$ cat config.mk
export PLATFORM = sky130hd
export DESIGN_NAME = pixel_stream_lcd_encoder_flat
export DESIGN_NICKNAME = d
export VERILOG_FILES = /design/src/rtl/pixel_stream_lcd_encoder_if.sv /design/src/rtl/pixel_stream_lcd_encoder.sv /design/src/flat_wrapper.sv
export SDC_FILE = /design/constraint.sdc
export NUM_CORES = 1
export LEC_CHECK = 0
export BUFFER_PORTS_ARGS = -buffer_cell sky130_fd_sc_hd__buf_2
export CORE_MARGIN = 4
export CORE_UTILIZATION = 55
export CTS_BUF_LIST = sky130_fd_sc_hd__clkbuf_8
export CTS_CLUSTER_SIZE = 24
export DETAILED_ROUTE_END_ITERATION = 16
export PLACE_DENSITY = 0.7
export SETUP_SLACK_MARGIN = 0.1
export SYNTH_ARGS = -nofsm -noshare
export SYNTH_HDL_FRONTEND = slang
export SYNTH_SLANG_ARGS = --single-unit
$ cat constraint.sdc
create_clock -name clk -period 10.2 [get_ports clk]
set_input_delay 1.02 -clock clk [delete_from_list [all_inputs] [get_ports clk]]
set_output_delay 1.02 -clock clk [all_outputs]
set_load 0.02 [all_outputs]
$ cat src/rtl/pixel_stream_lcd_encoder_if.sv
// Pixel write stream in, ST7789 command/data byte stream out.
// The master modport is the pixel source / SPI shifter side. The slave modport is the encoder.
interface pixel_stream_lcd_encoder_if;
  logic        req_pixel;
  logic [9:0]  pixel_x;
  logic [9:0]  pixel_y;
  logic [15:0] pixel_color;
  logic        stream_break;
  logic        byte_valid;
  logic        byte_ready;
  logic [7:0]  byte_data;
  logic        byte_dc;

  modport master (
    output req_pixel, pixel_x, pixel_y, pixel_color, stream_break, byte_ready,
    input  byte_valid, byte_data, byte_dc
  );

  modport slave (
    input  req_pixel, pixel_x, pixel_y, pixel_color, stream_break, byte_ready,
    output byte_valid, byte_data, byte_dc
  );
endinterface

$ cat src/rtl/pixel_stream_lcd_encoder.sv
// Buffers per-pixel writes in a small FIFO and encodes each one as ST7789 CASET/RASET/RAMWR bytes.
// Raster-contiguous pixels are appended to an already open RAMWR stream.
module pixel_stream_lcd_encoder #(
  parameter int SCREEN_W = 240,
  parameter int SCREEN_H = 320,
  parameter int FIFO_AW  = 4
) (
  input  logic clk,
  input  logic rst_n,
  pixel_stream_lcd_encoder_if.slave bus,
  output logic fifo_full,
  output logic busy,
  output logic err_overflow,
  output logic err_range
);

  typedef struct packed {
    logic [9:0]  y;
    logic [9:0]  x;
    logic [15:0] color;
  } pixel_t;

  typedef enum logic [2:0] {
    S_IDLE, S_CASET, S_XDATA, S_RASET, S_YDATA, S_RAMWR, S_CHI, S_CLO
  } state_t;

  localparam int               DEPTH = 2 ** FIFO_AW;
  localparam logic [FIFO_AW:0] FULL_COUNT = (FIFO_AW + 1)'(DEPTH);
  localparam logic [9:0]       X_END = 10'(SCREEN_W - 1);
  localparam logic [9:0]       Y_END = 10'(SCREEN_H - 1);

  pixel_t               mem [DEPTH];
  logic [FIFO_AW-1:0]   wr_ptr, rd_ptr;
  logic [FIFO_AW:0]     count;
  logic                 fifo_empty, in_range, push, pop, cont;
  pixel_t               head, cur;

  state_t     state;
  logic [1:0] idx;
  logic [9:0] last_x, last_y;
  logic       stream_open, break_seen;
  logic       out_valid, out_dc;
  logic [7:0] out_data;

  assign fifo_empty = (count == '0);
  assign fifo_full  = (count == FULL_COUNT);
  assign in_range   = (bus.pixel_x <= X_END) && (bus.pixel_y <= Y_END);
  assign push       = bus.req_pixel && in_range && !fifo_full;
  assign pop        = (state == S_IDLE) && !fifo_empty;
  assign head       = mem[rd_ptr];
  assign busy       = !fifo_empty || (state != S_IDLE);

  assign bus.byte_valid = out_valid;
  assign bus.byte_data  = out_data;
  assign bus.byte_dc    = out_dc;

  // Next pixel on the same row, or first pixel of the next row after the last column.
  assign cont = stream_open &&
                ((head.y == last_y && head.x == last_x + 10'd1) ||
                 (last_x == X_END && head.x == 10'd0 &&
                  last_y < Y_END && head.y == last_y + 10'd1));

  // {dc, data} for a given state and data-phase index.
  function automatic logic [8:0] byte_for(state_t st, logic [1:0] i, pixel_t px);
    logic [9:0] coord;
    logic [9:0] lim;
    logic [8:0] b;
    b     = '0;
    coord = (st == S_XDATA) ? px.x : px.y;
    lim   = (st == S_XDATA) ? X_END : Y_END;
    case (st)
      S_CASET: b = {1'b0, 8'h2A};
      S_RASET: b = {1'b0, 8'h2B};
      S_RAMWR: b = {1'b0, 8'h2C};
      S_XDATA, S_YDATA: begin
        case (i)
          2'd0:    b = {1'b1, 6'b0, coord[9:8]};
          2'd1:    b = {1'b1, coord[7:0]};
          2'd2:    b = {1'b1, 6'b0, lim[9:8]};
          default: b = {1'b1, lim[7:0]};
        endcase
      end
      S_CHI:   b = {1'b1, px.color[15:8]};
      S_CLO:   b = {1'b1, px.color[7:0]};
      default: b = '0;
    endcase
    return b;
  endfunction

  // NOTE: storage array has no reset; only pointers and count need one, which keeps it RAM-inferable.
  always_ff @(posedge clk) begin
    if (push) mem[wr_ptr] <= pixel_t'{y: bus.pixel_y, x: bus.pixel_x, color: bus.pixel_color};
  end

  always_ff @(posedge clk or negedge rst_n) begin
    if (!rst_n) begin
      wr_ptr <= '0;
      rd_ptr <= '0;
      count  <= '0;
    end else begin
      if (push) wr_ptr <= wr_ptr + 1'b1;
      if (pop)  rd_ptr <= rd_ptr + 1'b1;
      case ({push, pop})
        2'b10:   count <= count + 1'b1;
        2'b01:   count <= count - 1'b1;
        default: count <= count;
      endcase
    end
  end

  // Overflow uses fullness at the edge, so a pop in the same cycle does not rescue the pixel.
  always_ff @(posedge clk or negedge rst_n) begin
    if (!rst_n) begin
      err_range    <= 1'b0;
      err_overflow <= 1'b0;
    end else if (bus.req_pixel) begin
      if (!in_range)      err_range    <= 1'b1;
      else if (fifo_full) err_overflow <= 1'b1;
    end
  end

  // NOTE: nonblocking throughout; later assignments in this block deliberately override earlier ones.
  always_ff @(posedge clk or negedge rst_n) begin
    if (!rst_n) begin
      state       <= S_IDLE;
      idx         <= '0;
      cur         <= '0;
      last_x      <= '0;
      last_y      <= '0;
      stream_open <= 1'b0;
      break_seen  <= 1'b0;
      out_valid   <= 1'b0;
      out_data    <= '0;
      out_dc      <= 1'b0;
    end else begin
      // A break during a sequence must also stop the coming RAMWR from reopening the stream.
      if (bus.stream_break) begin
        stream_open <= 1'b0;
        break_seen  <= 1'b1;
      end
      case (state)
        S_IDLE: begin
          if (pop) begin
            cur        <= head;
            last_x     <= head.x;
            last_y     <= head.y;
            break_seen <= bus.stream_break;
            idx        <= '0;
            out_valid  <= 1'b1;
            if (cont) begin
              state              <= S_CHI;
              {out_dc, out_data} <= byte_for(S_CHI, 2'd0, head);
            end else begin
              state              <= S_CASET;
              {out_dc, out_data} <= byte_for(S_CASET, 2'd0, head);
            end
          end
        end
        default: begin
          if (out_valid && bus.byte_ready) begin
            case (state)
              S_CASET: begin
                state              <= S_XDATA;
                {out_dc, out_data} <= byte_for(S_XDATA, 2'd0, cur);
              end
              S_XDATA: begin
                if (idx == 2'd3) begin
                  state              <= S_RASET;
                  idx                <= '0;
                  {out_dc, out_data} <= byte_for(S_RASET, 2'd0, cur);
                end else begin
                  idx                <= idx + 2'd1;
                  {out_dc, out_data} <= byte_for(S_XDATA, idx + 2'd1, cur);
                end
              end
              S_RASET: begin
                state              <= S_YDATA;
                {out_dc, out_data} <= byte_for(S_YDATA, 2'd0, cur);
              end
              S_YDATA: begin
                if (idx == 2'd3) begin
                  state              <= S_RAMWR;
                  idx                <= '0;
                  {out_dc, out_data} <= byte_for(S_RAMWR, 2'd0, cur);
                end else begin
                  idx                <= idx + 2'd1;
                  {out_dc, out_data} <= byte_for(S_YDATA, idx + 2'd1, cur);
                end
              end
              S_RAMWR: begin
                state              <= S_CHI;
                stream_open        <= !(break_seen || bus.stream_break);
                {out_dc, out_data} <= byte_for(S_CHI, 2'd0, cur);
              end
              S_CHI: begin
                state              <= S_CLO;
                {out_dc, out_data} <= byte_for(S_CLO, 2'd0, cur);
              end
              S_CLO: begin
                state     <= S_IDLE;
                out_valid <= 1'b0;
              end
              default: begin
                state     <= S_IDLE;
                out_valid <= 1'b0;
              end
            endcase
          end
        end
      endcase
    end
  end

endmodule

$ cat src/flat_wrapper.sv
// flat-port wrapper written by rule: the top's interface ports become plain ports
module pixel_stream_lcd_encoder_flat 
#(
  parameter int SCREEN_W = 240,
  parameter int SCREEN_H = 320,
  parameter int FIFO_AW  = 4
)
  (clk, rst_n, fifo_full, busy, err_overflow, err_range, bus_req_pixel, bus_pixel_x, bus_pixel_y, bus_pixel_color, bus_stream_break, bus_byte_ready, bus_byte_valid, bus_byte_data, bus_byte_dc);
  pixel_stream_lcd_encoder_if bus_i ();
  input  logic clk;
  input  logic rst_n;
  output logic fifo_full;
  output logic busy;
  output logic err_overflow;
  output logic err_range;
  input wire logic [$bits(bus_i.req_pixel)-1:0] bus_req_pixel;
  input wire logic [$bits(bus_i.pixel_x)-1:0] bus_pixel_x;
  input wire logic [$bits(bus_i.pixel_y)-1:0] bus_pixel_y;
  input wire logic [$bits(bus_i.pixel_color)-1:0] bus_pixel_color;
  input wire logic [$bits(bus_i.stream_break)-1:0] bus_stream_break;
  input wire logic [$bits(bus_i.byte_ready)-1:0] bus_byte_ready;
  output wire logic [$bits(bus_i.byte_valid)-1:0] bus_byte_valid;
  output wire logic [$bits(bus_i.byte_data)-1:0] bus_byte_data;
  output wire logic [$bits(bus_i.byte_dc)-1:0] bus_byte_dc;
  assign bus_i.req_pixel = bus_req_pixel;
  assign bus_i.pixel_x = bus_pixel_x;
  assign bus_i.pixel_y = bus_pixel_y;
  assign bus_i.pixel_color = bus_pixel_color;
  assign bus_i.stream_break = bus_stream_break;
  assign bus_i.byte_ready = bus_byte_ready;
  assign bus_byte_valid = bus_i.byte_valid;
  assign bus_byte_data = bus_i.byte_data;
  assign bus_byte_dc = bus_i.byte_dc;
  pixel_stream_lcd_encoder #(.SCREEN_W(SCREEN_W), .SCREEN_H(SCREEN_H), .FIFO_AW(FIFO_AW)) u_core (.clk(clk), .rst_n(rst_n), .bus(bus_i), .fifo_full(fifo_full), .busy(busy), .err_overflow(err_overflow), .err_range(err_range));
endmodule
==> results.py, run 1 <==
metrics = {
    "synthesis": {
        "seq_area_frac_synth_pct": 72.1,
        "synth_seq_cells": 644,
        "yosysWarnings": 0,
        "syn_inst": 1422,
        "synth_ff_type": "edfxtp_1",
        "syn-num-nets": 1476,
        "synth-edff-count": 576,
        "synthesis.area_um2": 26400,
        "yosysUniqueCellTypes": 68,
        "avgSynthCellArea_um2": 18.5,
        "synthArstFlopShare_pct": 10.6,
    },
    "routing": {
        "drtAntennaViolNets": 0,
        "drc": 0,
        "via_count": 13862,
        "first_pass_iters": 5,
        "wl_per_cell_um": 26.4,
        "wirelength_um": 58500,
        "first_iter_violations": 1671,
        "via_per_inst": 6.24,
    },
    "flow_run": {
        "maxCapViolCount": 0,
    },
    "finish": {
        "design_area_um2": 29100,
        "nets": 1586,
        "fillers": 3267,
        "fin_util_pct": 61.9,
        "syn2layout_area_growth_pct": 10.3,
        "drive_gt1_share_pct": 24.3,
    },
    "sta": {
        "max_freq_ghz": 0.211,
        "min_period_ns": 4.74,
        "setup_viol_count_final": 0,
        "finClkSkew_ns": 0.0362,
        "fin_crit_sh_pct": 46.4,
        "finalHoldViolCount": 0,
        "max_slew_margin_pct": 27.6,
        "worst_pin_slew_ns": 1.09,
        "rsz0062_at_grt": "no",
        "finalSetupTns_ns": 0,
        "drv_slew": 0,
        "fin_ws_ns": 5.46,
    },
    "place": {
        "place_congestion": 0.923,
        "place_ws_ns": 5.45,
        "hpwlAfterDp_um": 31800,
        "place_area_um2": 27200,
        "io_buffers": 54,
    },
    "die": {
        "rows": 79,
        "die_area_um2": 51500,
        "die_w_um": 227,
        "core-area_um2": 47000,
        "start_util_pct": 56.1,
        "die_y_um": 227,
        "ios": 55,
    },
    "critical_path": {
        "path_class": "reg -> reg",
        "r2r-end": "u_core.state[0]",
        "reg2reg_slack_ns": 5.46,
        "required_ns": 10.77,
        "endpoint_kind": "flop",
        "arrival_ns": 5.31,
        "slowest_delay_ns": 0.89,
        "r2r_cells": 8,
        "crit_top_cell": "mux4_2",
        "startpoint_type": "flop",
        "critPathMaxFanout": 56,
        "crit_chain": "buf_4 -> mux4_2 -> mux4_2 -> xnor2_1 -> or3b_2 -> a2111oi_0 -> a22oi_1 -> and2_1",
        "worstReg2RegStart": "u_core.rd_ptr[2]",
        "crit_slowest_cell": "dfrtp_4",
    },
    "min_path": {
        "hold_path_class": "in -> async",
    },
    "power": {
        "power_density_nw_per_um2": 265,
        "p_total_mw": 7.71,
        "cellLeakagePower_nw": 9.82,
        "ir_worst_vdd_v": 0.000182,
    },
    "cts": {
        "hold_buffers": 0,
        "cts-htree-levels": 3,
        "cts.path.max_buffers": 3,
        "post_cts_buffers": 0,
        "clk_latency_ns": 0.69,
        "clk_pin_slew_worst_paths_ns": 0.06,
        "numCtsBuffers": 101,
        "cts_tree": "done",
        "cts_sinks": 644,
        "cts_resized": 0,
        "cts-root-buf": "clkbuf_8",
    },
    "run_status": {
        "status": "finished clean",
    },
    "grt": {
        "grtUsageTotal_pct": 23.3,
        "grt_max_degree": 69,
        "grt_overflow": 0,
        "antenna_found_initial": 2,
        "grt_pass1_vias": 14026,
        "grt_pass1_wl_um": 88500,
    },
}
[worst max path at each step]
stage	slack, ns	end	from	cells past startpoint
2_1_floorplan	6.75	u_core.mem[10][0]	bus_pixel_x[9]	6
3_3_place_gp	5.53	u_core.state[0]	u_core.rd_ptr[2]	8
3_5_place_dp	5.45	u_core.state[0]	u_core.rd_ptr[2]	8
4_1_cts	5.44	u_core.state[0]	u_core.rd_ptr[2]	8
5_1_grt	5.17	u_core.state[2]	u_core.rd_ptr[2]	8
6_report	5.46	u_core.state[0]	u_core.rd_ptr[2]	8
[critical path: cells and delay by family (launching register included)]
kind / cells / cell delay (ns)
buffers and inverters: 1 / 0.83
AOI/OAI and AO/OA: 2 / 0.74
muxes: 2 / 1.13
and+or+nand+nor: 2 / 0.69
xor gates and xnor gates: 1 / 0.27
DFF: 1 / 0.89
[cell type report]
class	count	area, µm²	share of cell area, %
sequential	644	19000	65.4
antenna	1	2.50	0.00861
tap	607	759	2.61
inverter	18	67.6	0.232
timing repair buffer	77	445	1.53
clock inverter	81	412	1.42
clock buffer	103	1420	4.88
multi-input combinational	690	6950	23.9
[synthesized netlist by cell type (all sizes together), types with 11 or more instances]
library cell | n | share of area (%)
nor2b | 11 | 0.26
clkbuf | 27 | 0.38
mux2i | 35 | 1.3
a22oi | 19 | 0.60
mux4 | 158 | 14
nand4 | 11 | 0.26
and2 | 23 | 0.55
nor2 | 36 | 0.51
dfrtp | 68 | 6.5
o21ai | 24 | 0.46
ha | 13 | 0.62
buf | 43 | 1.0
xor2 | 19 | 0.63
inv | 18 | 0.26
edfxtp | 576 | 66
xnor2 | 22 | 0.76
nand2 | 137 | 2.0
nand3 | 24 | 0.46
a21oi | 34 | 0.65
[cells by family after synthesis]
group	Yosys count	synth area share [%]
compound gates	134	3.46
xor+xnor	41	1.39
fa+ha+maj	15	0.693
buf+inv	88	1.66
flops	644	72.1
mux	195	15.0
simple gates	305	5.76
[cells in the final DEF, fill, tap and decap left out, drive strengths merged, types with 5 or more instances in the layout]
| master | count |
|---|---|
| or3 | 5 |
| a21oi | 34 |
| nand4 | 11 |
| clkinv | 37 |
| clkbuf | 103 |
| o21ai | 24 |
| nor3 | 9 |
| buf | 77 |
| a22oi | 19 |
| and3 | 8 |
| a21o | 6 |
| nor4 | 6 |
| nand2 | 137 |
| edfxtp | 576 |
| o211ai | 5 |
| nor2 | 36 |
| xnor2 | 22 |
| mux4 | 158 |
| dfrtp | 68 |
| mux2i | 35 |
| and2 | 23 |
| or4 | 9 |
| a22o | 10 |
| nand3 | 24 |
| ha | 13 |
| nor2b | 11 |
| inv | 57 |
| xor2 | 19 |
[through the flow]
step | instances | hold WS [ns]
global route | 2221 | 0.468
detailed placement | 2036 | 0.446
global placement | 2036 | 0.436
finish | 2221 | 0.443
CTS | 2220 | 0.441
floorplan | 1422 | 0.432
[power by group]
part	internal [mW]	switching (mW)	total [mW]
logic	1.10	1.30	2.41
clock network	0.994	0.978	1.97
registers	3.02	0.302	3.33
total	5.12	2.59	7.71
[state kept, by name, indices dropped and copies added, names as in the netlist, 2 cells and up]
name and flops:
u_core.state 3, u_core.bus.byte_data 8, u_core.wr_ptr 4, u_core.count 5, u_core.mem 576, u_core.rd_ptr 4, u_core.idx 2, u_core.cur 36
[metal layers]
metal	part of all wire, %	GRT usage, %
met5	0.022	0
met4	1.8	6.70
met3	7.9	4.77
met2	48	36.1
met1	43	34.4
(Power assumes the default switching activity.)
==> run 2, diff against run 1 <==
==> constraint.sdc (replaced) <==
create_clock -name clk -period 4.4 [get_ports clk]
set_input_delay 0.44 -clock clk [delete_from_list [all_inputs] [get_ports clk]]
set_output_delay 0.44 -clock clk [all_outputs]
set_load 0.02 [all_outputs]
==> run 2 against run 1 <==
Against the previous run:
- first-iteration DRC count shrank 9.7%
- count of clock-buffer cells in the layout shrank 1
- sequential power grew 130%
- flip-flop and latch count is the same
- die area is the same
- sequential share of layout area shrank 0.74 points
- fmax grew 22%
- clock skew shrank 0.0055 ns
- via count grew 0.54%
- cell count grew 0.68%
- register-to-register slack lost 5.0 ns
- critical path depth grew 2
- critical path type unchanged
- largest cell class unchanged
- largest power group unchanged
- highest routed layer is now met4
==> results.py, run 2 (same netlist as run 1, synthesis figures left out) <==
metrics = {
    "cts": {
        "cts.path.max_buffers": 3,
        "cts-htree-levels": 3,
        "clk_latency_ns": 0.69,
        "cts_tree": "done",
        "numCtsBuffers": 100,
        "cts_sinks": 644,
        "post_cts_buffers": 0,
        "clk_pin_slew_worst_paths_ns": 0.07,
        "cts-root-buf": "clkbuf_8",
    },
    "routing": {
        "via_per_inst": 6.23,
        "wirelength_um": 59600,
        "first_iter_violations": 1509,
        "drtAntennaViolNets": 0,
        "via_count": 13937,
        "drc": 0,
        "wl_per_cell_um": 26.7,
        "first_pass_iters": 5,
    },
    "sta": {
        "max_slew_margin_pct": 38.4,
        "setup_viol_count_final": 0,
        "rsz0062_at_grt": "no",
        "fin_crit_sh_pct": 88.5,
        "whs_ns": 0.131,
        "finalSetupTns_ns": 0,
        "finClkSkew_ns": 0.0307,
        "finalHoldViolCount": 0,
        "drv_slew": 0,
        "min_period_ns": 3.89,
        "max_freq_ghz": 0.257,
        "fin_ws_ns": 0.506,
        "worst_pin_slew_ns": 0.924,
    },
    "finish": {
        "largest_reg_flops": 576,
        "drive_gt1_share_pct": 24.8,
        "layout_commonest_cell": "edfxtp_1",
        "top_register": "u_core.mem",
        "syn2layout_area_growth_pct": 11.5,
        "nets": 1608,
        "fin_util_pct": 62.6,
        "final_cell_mix": "576 x edfxtp_1, 153 x mux4_2, 135 x nand2_1, 102 x clkbuf_8, 64 x dfrtp_1",
        "fin_cells": 2236,
    },
    "place": {
        "hpwlAfterDp_um": 32500,
        "place_congestion": 0.939,
        "place_ws_ns": 0.489,
        "dp_cells": 2056,
        "io_buffers": 54,
    },
    "critical_path": {
        "slowest_delay_ns": 0.88,
        "crit_slowest_cell": "dfrtp_4",
        "r2r-end": "u_core.bus.byte_data[1]",
        "critPathMaxFanout": 39,
        "worstReg2RegStart": "u_core.rd_ptr[1]",
        "startpoint_type": "flop",
        "path_class": "reg -> reg",
        "required_ns": 4.97,
        "reg2reg_slack_ns": 0.51,
        "r2r_cells": 10,
        "crit_chain": "buf_4 -> mux4_2 -> nand4_1 -> o21ai_1 -> nor4b_1 -> buf_4 -> nand4b_1 -> nor4b_4 -> nand2_2 -> o211a_1",
        "endpoint_kind": "flop",
        "arrival_ns": 4.47,
        "crit_top_cell": "buf_4",
    },
    "die": {
        "ios": 55,
        "rows": 79,
        "core-area_um2": 47000,
        "start_util_pct": 56.1,
        "die_area_um2": 51500,
        "die_w_um": 227,
        "die_y_um": 227,
    },
    "grt": {
        "grt_pass1_vias": 14258,
        "grt_pass1_wl_um": 89400,
        "grt_max_degree": 75,
        "grtUsageTotal_pct": 23.7,
        "grt_overflow": 0,
        "antenna_found_initial": 2,
    },
    "power": {
        "switching_share_pct": 33.2,
        "cellLeakagePower_nw": 9.98,
        "pwr-share-comb_pct": 31.6,
        "ir_worst_vdd_v": 0.000399,
        "power.internal_mw": 12.0,
        "clock_power_share_pct": 25.2,
        "power_density_nw_per_um2": 610,
        "p_switching_mw": 5.95,
        "p_seq_share_pct": 43.2,
    },
    "run_status": {
        "status": "finished clean",
    },
    "flow_run": {
        "maxCapViolCount": 0,
    },
    "min_path": {
        "whs_path_depth": 1,
        "min_to": "u_core.mem[12][2]",
        "hold_path_class": "in -> reg",
        "min_from": "bus_pixel_color[2]",
    },
}
==> run 2: cell count changes in the layout (fill, tap and decap cells not counted), sizes merged, moves of 3 or more <==
cell / before / now
buf: 77 / 97
clkinv: 37 / 21
inv: 57 / 63
dlygate4sd3: 0 / 3
==> run 2: power groups by stage <==
stage	Sequential [mW]	Clock (mW)	Combinational [mW]
2_1_floorplan	7.39	0	4.57
3_3_place_gp	7.87	0	5.60
3_5_place_dp	7.87	0	5.67
4_1_cts	7.76	4.63	5.69
5_1_grt	7.82	4.93	6.15
6_report	7.75	4.53	5.66
==> run 2: metal layers <==
metal	share of wire, %	up-vias	GRT usage (%)
li1	-	6005	-
met1	43	7300	35.4
met2	49	559	37.4
met3	7.1	73	3.89
met4	1.7	0	6.29
met5	0	-	0
==> run 2: area by class of cell <==
cell class / count / area [µm²]
Clock buffer: 102 / 1400
Sequential cell: 644 / 19000
Multi-Input combinational cell: 690 / 6950
Fill cell: 3250 / 17600
Tap cell: 607 / 759
Clock inverter: 73 / 387
Antenna cell: 2 / 5.00
Inverter: 18 / 67.6
Timing Repair Buffer: 100 / 813
==> run 2: through the flow <==
step	cell area, µm²	power, mW
2_1_floorplan	26400	12.0
3_3_place_gp	27600	13.5
3_5_place_dp	27600	13.5
4_1_cts	29400	18.1
5_1_grt	29400	18.9
6_report	29400	17.9
==> run 2: repair_timing <==
item / 4_1_cts / 5_1_grt
gates resized for setup: 0 / 0
hold buffers: 3 / 0
hold endpoints to repair: 71 / 0
==> run 2: how the worst max path moves through the flow <==
stage / from / endpoint / slack [ns] / cells past startpoint
final: u_core.rd_ptr[1] / u_core.bus.byte_data[1] / 0.51 / 10
after global routing: u_core.rd_ptr[0] / u_core.bus.byte_data[1] / 0.26 / 8
after CTS: u_core.rd_ptr[1] / u_core.bus.byte_data[1] / 0.47 / 10
after detailed placement: u_core.rd_ptr[1] / u_core.bus.byte_data[1] / 0.49 / 10
after global placement: u_core.rd_ptr[2] / u_core.bus.byte_data[1] / 0.58 / 9
after floorplan: u_core.count[1] / u_core.count[4] / 1.18 / 14
==> run 2: critical path, delay by kind of cell (launching register included) <==
kind / cells / cell delay, ns
multiplexers: 1 / 0.60
AO/OA/AOI/OAI: 2 / 0.32
buffers and inverters: 2 / 0.66
flip-flops: 1 / 0.88
AND/OR/NAND/NOR: 5 / 1.30
